<file path="config.mk">
export PLATFORM = sky130hd
export DESIGN_NAME = instruction_fetch_unit
export DESIGN_NICKNAME = d
export VERILOG_FILES = /design/src/rtl/instruction_fetch_unit.sv
export SDC_FILE = /design/constraint.sdc
export NUM_CORES = 1
export LEC_CHECK = 0
export CORE_MARGIN = 2
export CORE_UTILIZATION = 30
export CTS_CLUSTER_DIAMETER = 60
export CTS_CLUSTER_SIZE = 28
export DETAILED_ROUTE_END_ITERATION = 8
export GPL_TIMING_DRIVEN = 0
export HOLD_SLACK_MARGIN = 0.05
export PLACE_DENSITY = 0.53
export SLEW_MARGIN = 0
export SYNTH_ARGS = -nofsm -noshare
export SYNTH_HDL_FRONTEND = slang
export SYNTH_SLANG_ARGS = --single-unit
</file>
<file path="constraint.sdc">
create_clock -name clk -period 4.5 [get_ports clk]
set_input_delay 0.9 -clock clk [delete_from_list [all_inputs] [get_ports clk]]
set_output_delay 0.9 -clock clk [all_outputs]
set_load 0.01 [all_outputs]
</file>
<file path="src/rtl/instruction_fetch_unit.sv">
// rtl/instruction_fetch_unit.sv - fetch/decode/exec sequencer with a 16x8 program memory
// Optional feature: define INSTR_FETCH_COND_JUMP_EN to enable JZ (4'hC) and JC (4'hD);
// without it those opcodes behave as NOP and the ALU flags are ignored.
module instruction_fetch_unit #(
    parameter logic [3:0] RESET_VECTOR = 4'h0
) (
    input  logic       clk,
    input  logic       rst,
    input  logic [3:0] pc_addr,
    input  logic       zero_flag,
    input  logic       carry_flag,
    input  logic       resume,
    input  logic       prog_we,
    input  logic [3:0] prog_addr,
    input  logic [7:0] prog_data,
    output logic       pc_inc,
    output logic       jump,
    output logic [3:0] jump_addr,
    output logic [3:0] opcode,
    output logic [3:0] operand,
    output logic       instr_valid,
    output logic       halted
);

    typedef enum logic [2:0] {
        S_BOOT   = 3'd0,
        S_FETCH  = 3'd1,
        S_DECODE = 3'd2,
        S_EXEC   = 3'd3,
        S_HALT   = 3'd4
    } state_t;

    localparam logic [3:0] OP_JZ  = 4'hC;
    localparam logic [3:0] OP_JC  = 4'hD;
    localparam logic [3:0] OP_JMP = 4'hE;
    localparam logic [3:0] OP_HLT = 4'hF;

    // Program memory is deliberately never reset.
    logic [7:0] mem_q [16];

    state_t     state_q;
    logic [7:0] ir_q;
    logic [7:0] ir_d;
    logic       pc_inc_q;
    logic       jump_q;
    logic [3:0] jump_addr_q;
    logic [3:0] opcode_q;
    logic [3:0] operand_q;
    logic       instr_valid_q;
    logic       halted_q;

    logic       exec_jump;
    logic       exec_halt;

    // Program loads are accepted on every edge, whatever the FSM is doing, even in reset.
    always_ff @(posedge clk) begin
        if (prog_we) begin
            mem_q[prog_addr] <= prog_data;
        end
    end

    // A write landing on the word being fetched is forwarded so the fresh value is executed.
    always_comb begin
        ir_d = mem_q[pc_addr];
        if (prog_we && (prog_addr == pc_addr)) begin
            ir_d = prog_data;
        end
    end

    // Classify the instruction held in ir; flags are read live so they are sampled in EXEC.
    always_comb begin
        exec_jump = 1'b0;
        exec_halt = 1'b0;
        case (ir_q[7:4])
            OP_JMP:  exec_jump = 1'b1;
            OP_HLT:  exec_halt = 1'b1;
`ifdef INSTR_FETCH_COND_JUMP_EN
            OP_JZ:   exec_jump = zero_flag;
            OP_JC:   exec_jump = carry_flag;
`endif
            default: begin
                exec_jump = 1'b0;
                exec_halt = 1'b0;
            end
        endcase
    end

`ifndef INSTR_FETCH_COND_JUMP_EN
    // Flags have no consumer when conditional jumps are compiled out.
    logic unused_flags;
    assign unused_flags = zero_flag | carry_flag;
`endif

    // Sequencer: state plus every output is registered; strobes self-clear after one cycle.
    always_ff @(posedge clk) begin
        if (rst) begin
            state_q       <= S_BOOT;
            ir_q          <= 8'h00;
            pc_inc_q      <= 1'b0;
            jump_q        <= 1'b0;
            jump_addr_q   <= RESET_VECTOR;
            opcode_q      <= 4'h0;
            operand_q     <= 4'h0;
            instr_valid_q <= 1'b0;
            halted_q      <= 1'b0;
        end else begin
            pc_inc_q      <= 1'b0;
            jump_q        <= 1'b0;
            instr_valid_q <= 1'b0;
            case (state_q)
                S_BOOT: begin
                    jump_q      <= 1'b1;
                    jump_addr_q <= RESET_VECTOR;
                    state_q     <= S_FETCH;
                end
                S_FETCH: begin
                    ir_q    <= ir_d;
                    state_q <= S_DECODE;
                end
                S_DECODE: begin
                    opcode_q      <= ir_q[7:4];
                    operand_q     <= ir_q[3:0];
                    instr_valid_q <= 1'b1;
                    state_q       <= S_EXEC;
                end
                S_EXEC: begin
                    if (exec_halt) begin
                        halted_q <= 1'b1;
                        state_q  <= S_HALT;
                    end else if (exec_jump) begin
                        jump_q      <= 1'b1;
                        jump_addr_q <= ir_q[3:0];
                        state_q     <= S_FETCH;
                    end else begin
                        pc_inc_q <= 1'b1;
                        state_q  <= S_FETCH;
                    end
                end
                S_HALT: begin
                    if (resume) begin
                        halted_q <= 1'b0;
                        pc_inc_q <= 1'b1;
                        state_q  <= S_FETCH;
                    end
                end
                default: begin
                    state_q <= S_BOOT;
                end
            endcase
        end
    end

    assign pc_inc      = pc_inc_q;
    assign jump        = jump_q;
    assign jump_addr   = jump_addr_q;
    assign opcode      = opcode_q;
    assign operand     = operand_q;
    assign instr_valid = instr_valid_q;
    assign halted      = halted_q;

endmodule

</file>
==> results.toml <==
[run_status]
status = "finished, final reports clean"

[timing]
setup-violations-final = 0
clock_skew_ps = 7.811
rsz0062_at_grt = "false"
max_slew_margin = 0.1738
max_clock_freq_mhz = 345.5
min_period_over_period = 0.6432
setup_tns_ps = 0
finalHoldViolations = 0
hold-worst-slack_ps = 485.1
finalCriticalPeriod_ps = 2894
tightest_slew_ps = 1230
drv_slew = 0

[critical_path]
slowest_stage = "nor3_1"
crit_family = "simple AND/OR/NAND/NOR gates"
critPathLaunchType = "input port"
worst_ep_required_time_ps = 4530
worstSetupPathType = "input port to flop"
end_kind = "flop"
crit_path_cell_trace = "clkdlybuf4s50_1 -> or3b_2 -> nor3_1"
crit_arrival_ps = 2920
crit_fanout = 8
crit_buf_inv = 1
critPathMaxStageDelay_ps = 920

[die]
io-pin-count = 38
die_w_um = 148
start_util = 0.3065
dieHeight_um = 148
core.rowCount = 52
dieArea_um2 = 21900
core_region_area_um2 = 20300

[grt]
grt_usage = 0.1275
grt_max_degree = 18
grt_pass1_vias = 3381
grt_overflow = 0
antenna_found_initial = 0
grt_pass1_wl_um = 20290

[yosys]
netlist_top_cells_area = "edfxtp_1, dfxtp_1, mux4_2"
synth_edf_count = 128
synth_cell_types = 45
synth.ff_latch_count = 155
synth_area_um2 = 6221
synthMostInstantiatedCell = "edfxtp_1"
yosys.area.top_type = "edfxtp_1"
synthArstFlopShare = 0
synth_flop_cell = "edfxtp_1"
syn_inst = 376
yosysWarnings = 0
syn-mean-instance-area_um2 = 16.55
synth_commonest_cells = "edfxtp_1, dfxtp_1, mux2i_1"
synth_top_area_share = 0.6179
synth_seq_area_share = 0.7047
synth_fp_nets = 398

[layout]
seqCellArea_um2 = 4384
area_delta_synth_final_pct = 19.75
fillerInstances = 1930
antenna_cells = 0
multiInputGateArea_um2 = 1625
layout.nets = 445
final_layout_size_suffix_gt1_frac = 0.1636

[clocking]
htreeDepth = 4
ctsHoldBuffers = 0
numCtsBuffers = 17
cts_setup_buffers = 0
cts_tree = "yes"
cts_resized = 0
clk_path_buf_depth = 2
clk_pin_slew_ps = 60
clock-root-buffer = "clkbuf_16"
worstSkewPairLatency_ps = 420
cts.sinks = 155

[routing]
drt_iter0_drc = 257
drt_wl_total_um = 13280
routed_via_density = 4.741
drc = 0
vias = 3338
first_pass_iters = 4
wl_per_cell_um = 18.87
postRouteAntennaNets = 0

[power_and_ir_drop]
finalPower_uw = 3353
cellPowerDensity_nw_per_um2 = 450.1
vdd_drop_max_uv = 226.6
p_leak_uw = 0.002427

[place]
gp_congestion = 0.7588
dp_hpwl_um = 8852
numPortBuffers = 28

[hold_path]
worstHoldPathType = "flop to flop"

[job]
cap_violations = 0
[kinds of logic after synthesis]
kind of cell / after synthesis / share of synthesized area
simple gates: 75 / 0.05873
xor+xnor: 5 / 0.007039
mux: 52 / 0.1346
compound gates: 54 / 0.06094
flops: 155 / 0.7047
buf+inv: 35 / 0.03399
[through the flow]
stage	util	setup WS, ps	cell area [µm²]	cells
3_3_place_gp	0.3369	1089	6839	674
5_1_grt	0.3670	1397	7450	704
3_5_place_dp	0.3369	1071	6839	674
4_1_cts	0.3670	1520	7450	704
6_report	0.3670	1606	7450	704
2_1_floorplan	-	2107	6221	376
[layer usage]
metal,routed length [µm],global-route usage
met1,6297,0.1706
met2,6258,0.2016
met3,531,0.03457
met4,195,0.04333
met5,0,0
[cell usage in the layout (no fill, tap or decap), types with 6 or more instances in the layout]
cell type        instances
a21oi_1                 11
a31oi_1                  9
buf_2                    8
clkbuf_1                10
clkbuf_16               17
clkdlybuf4s50_1         28
dfxtp_1                 27
edfxtp_1               128
inv_1                    9
mux2i_1                 24
mux4_2                  21
nand2_1                 20
nand3_1                  7
nor2_1                  23
nor3_1                   6
[where the power goes]
part	switching (µW)	leakage [µW]	internal, µW
clock network	522	0.000292	970
registers	17.3	0.00138	1590
logic	141	0.000757	108
[worst paths after layout]
check                           slack [ps]  cells after the start          from            to
worst max-delay path                  1610                      3       prog_we   mem_q[0][3]
worst min register to register         490                      1  jump_addr[2]  jump_addr[2]
worst max register to register        2870                      6    state_q[1]       ir_q[3]
worst min-delay path                   490                      1  jump_addr[2]  jump_addr[2]
[layout make-up]
| class | instances | area share |
|---|---|---|
| Inverter | 10 | 0.005039 |
| Clock inverter | 10 | 0.02335 |
| Timing Repair Buffer | 28 | 0.03762 |
| Multi-Input combinational cell | 186 | 0.2182 |
| Buffer | 25 | 0.02335 |
| Tap cell | 270 | 0.04535 |
| Clock buffer | 20 | 0.05862 |
| Sequential cell | 155 | 0.5885 |
[sequential cells by signal, indices dropped and copies added (netlist names)]
name         count
instr_valid      1
mem_q          128
jump             1
state_q          3
halted           1
ir_q             8
pc_inc           1
operand          4
opcode           4
jump_addr        4
Power figures use the tool's default switching activity.
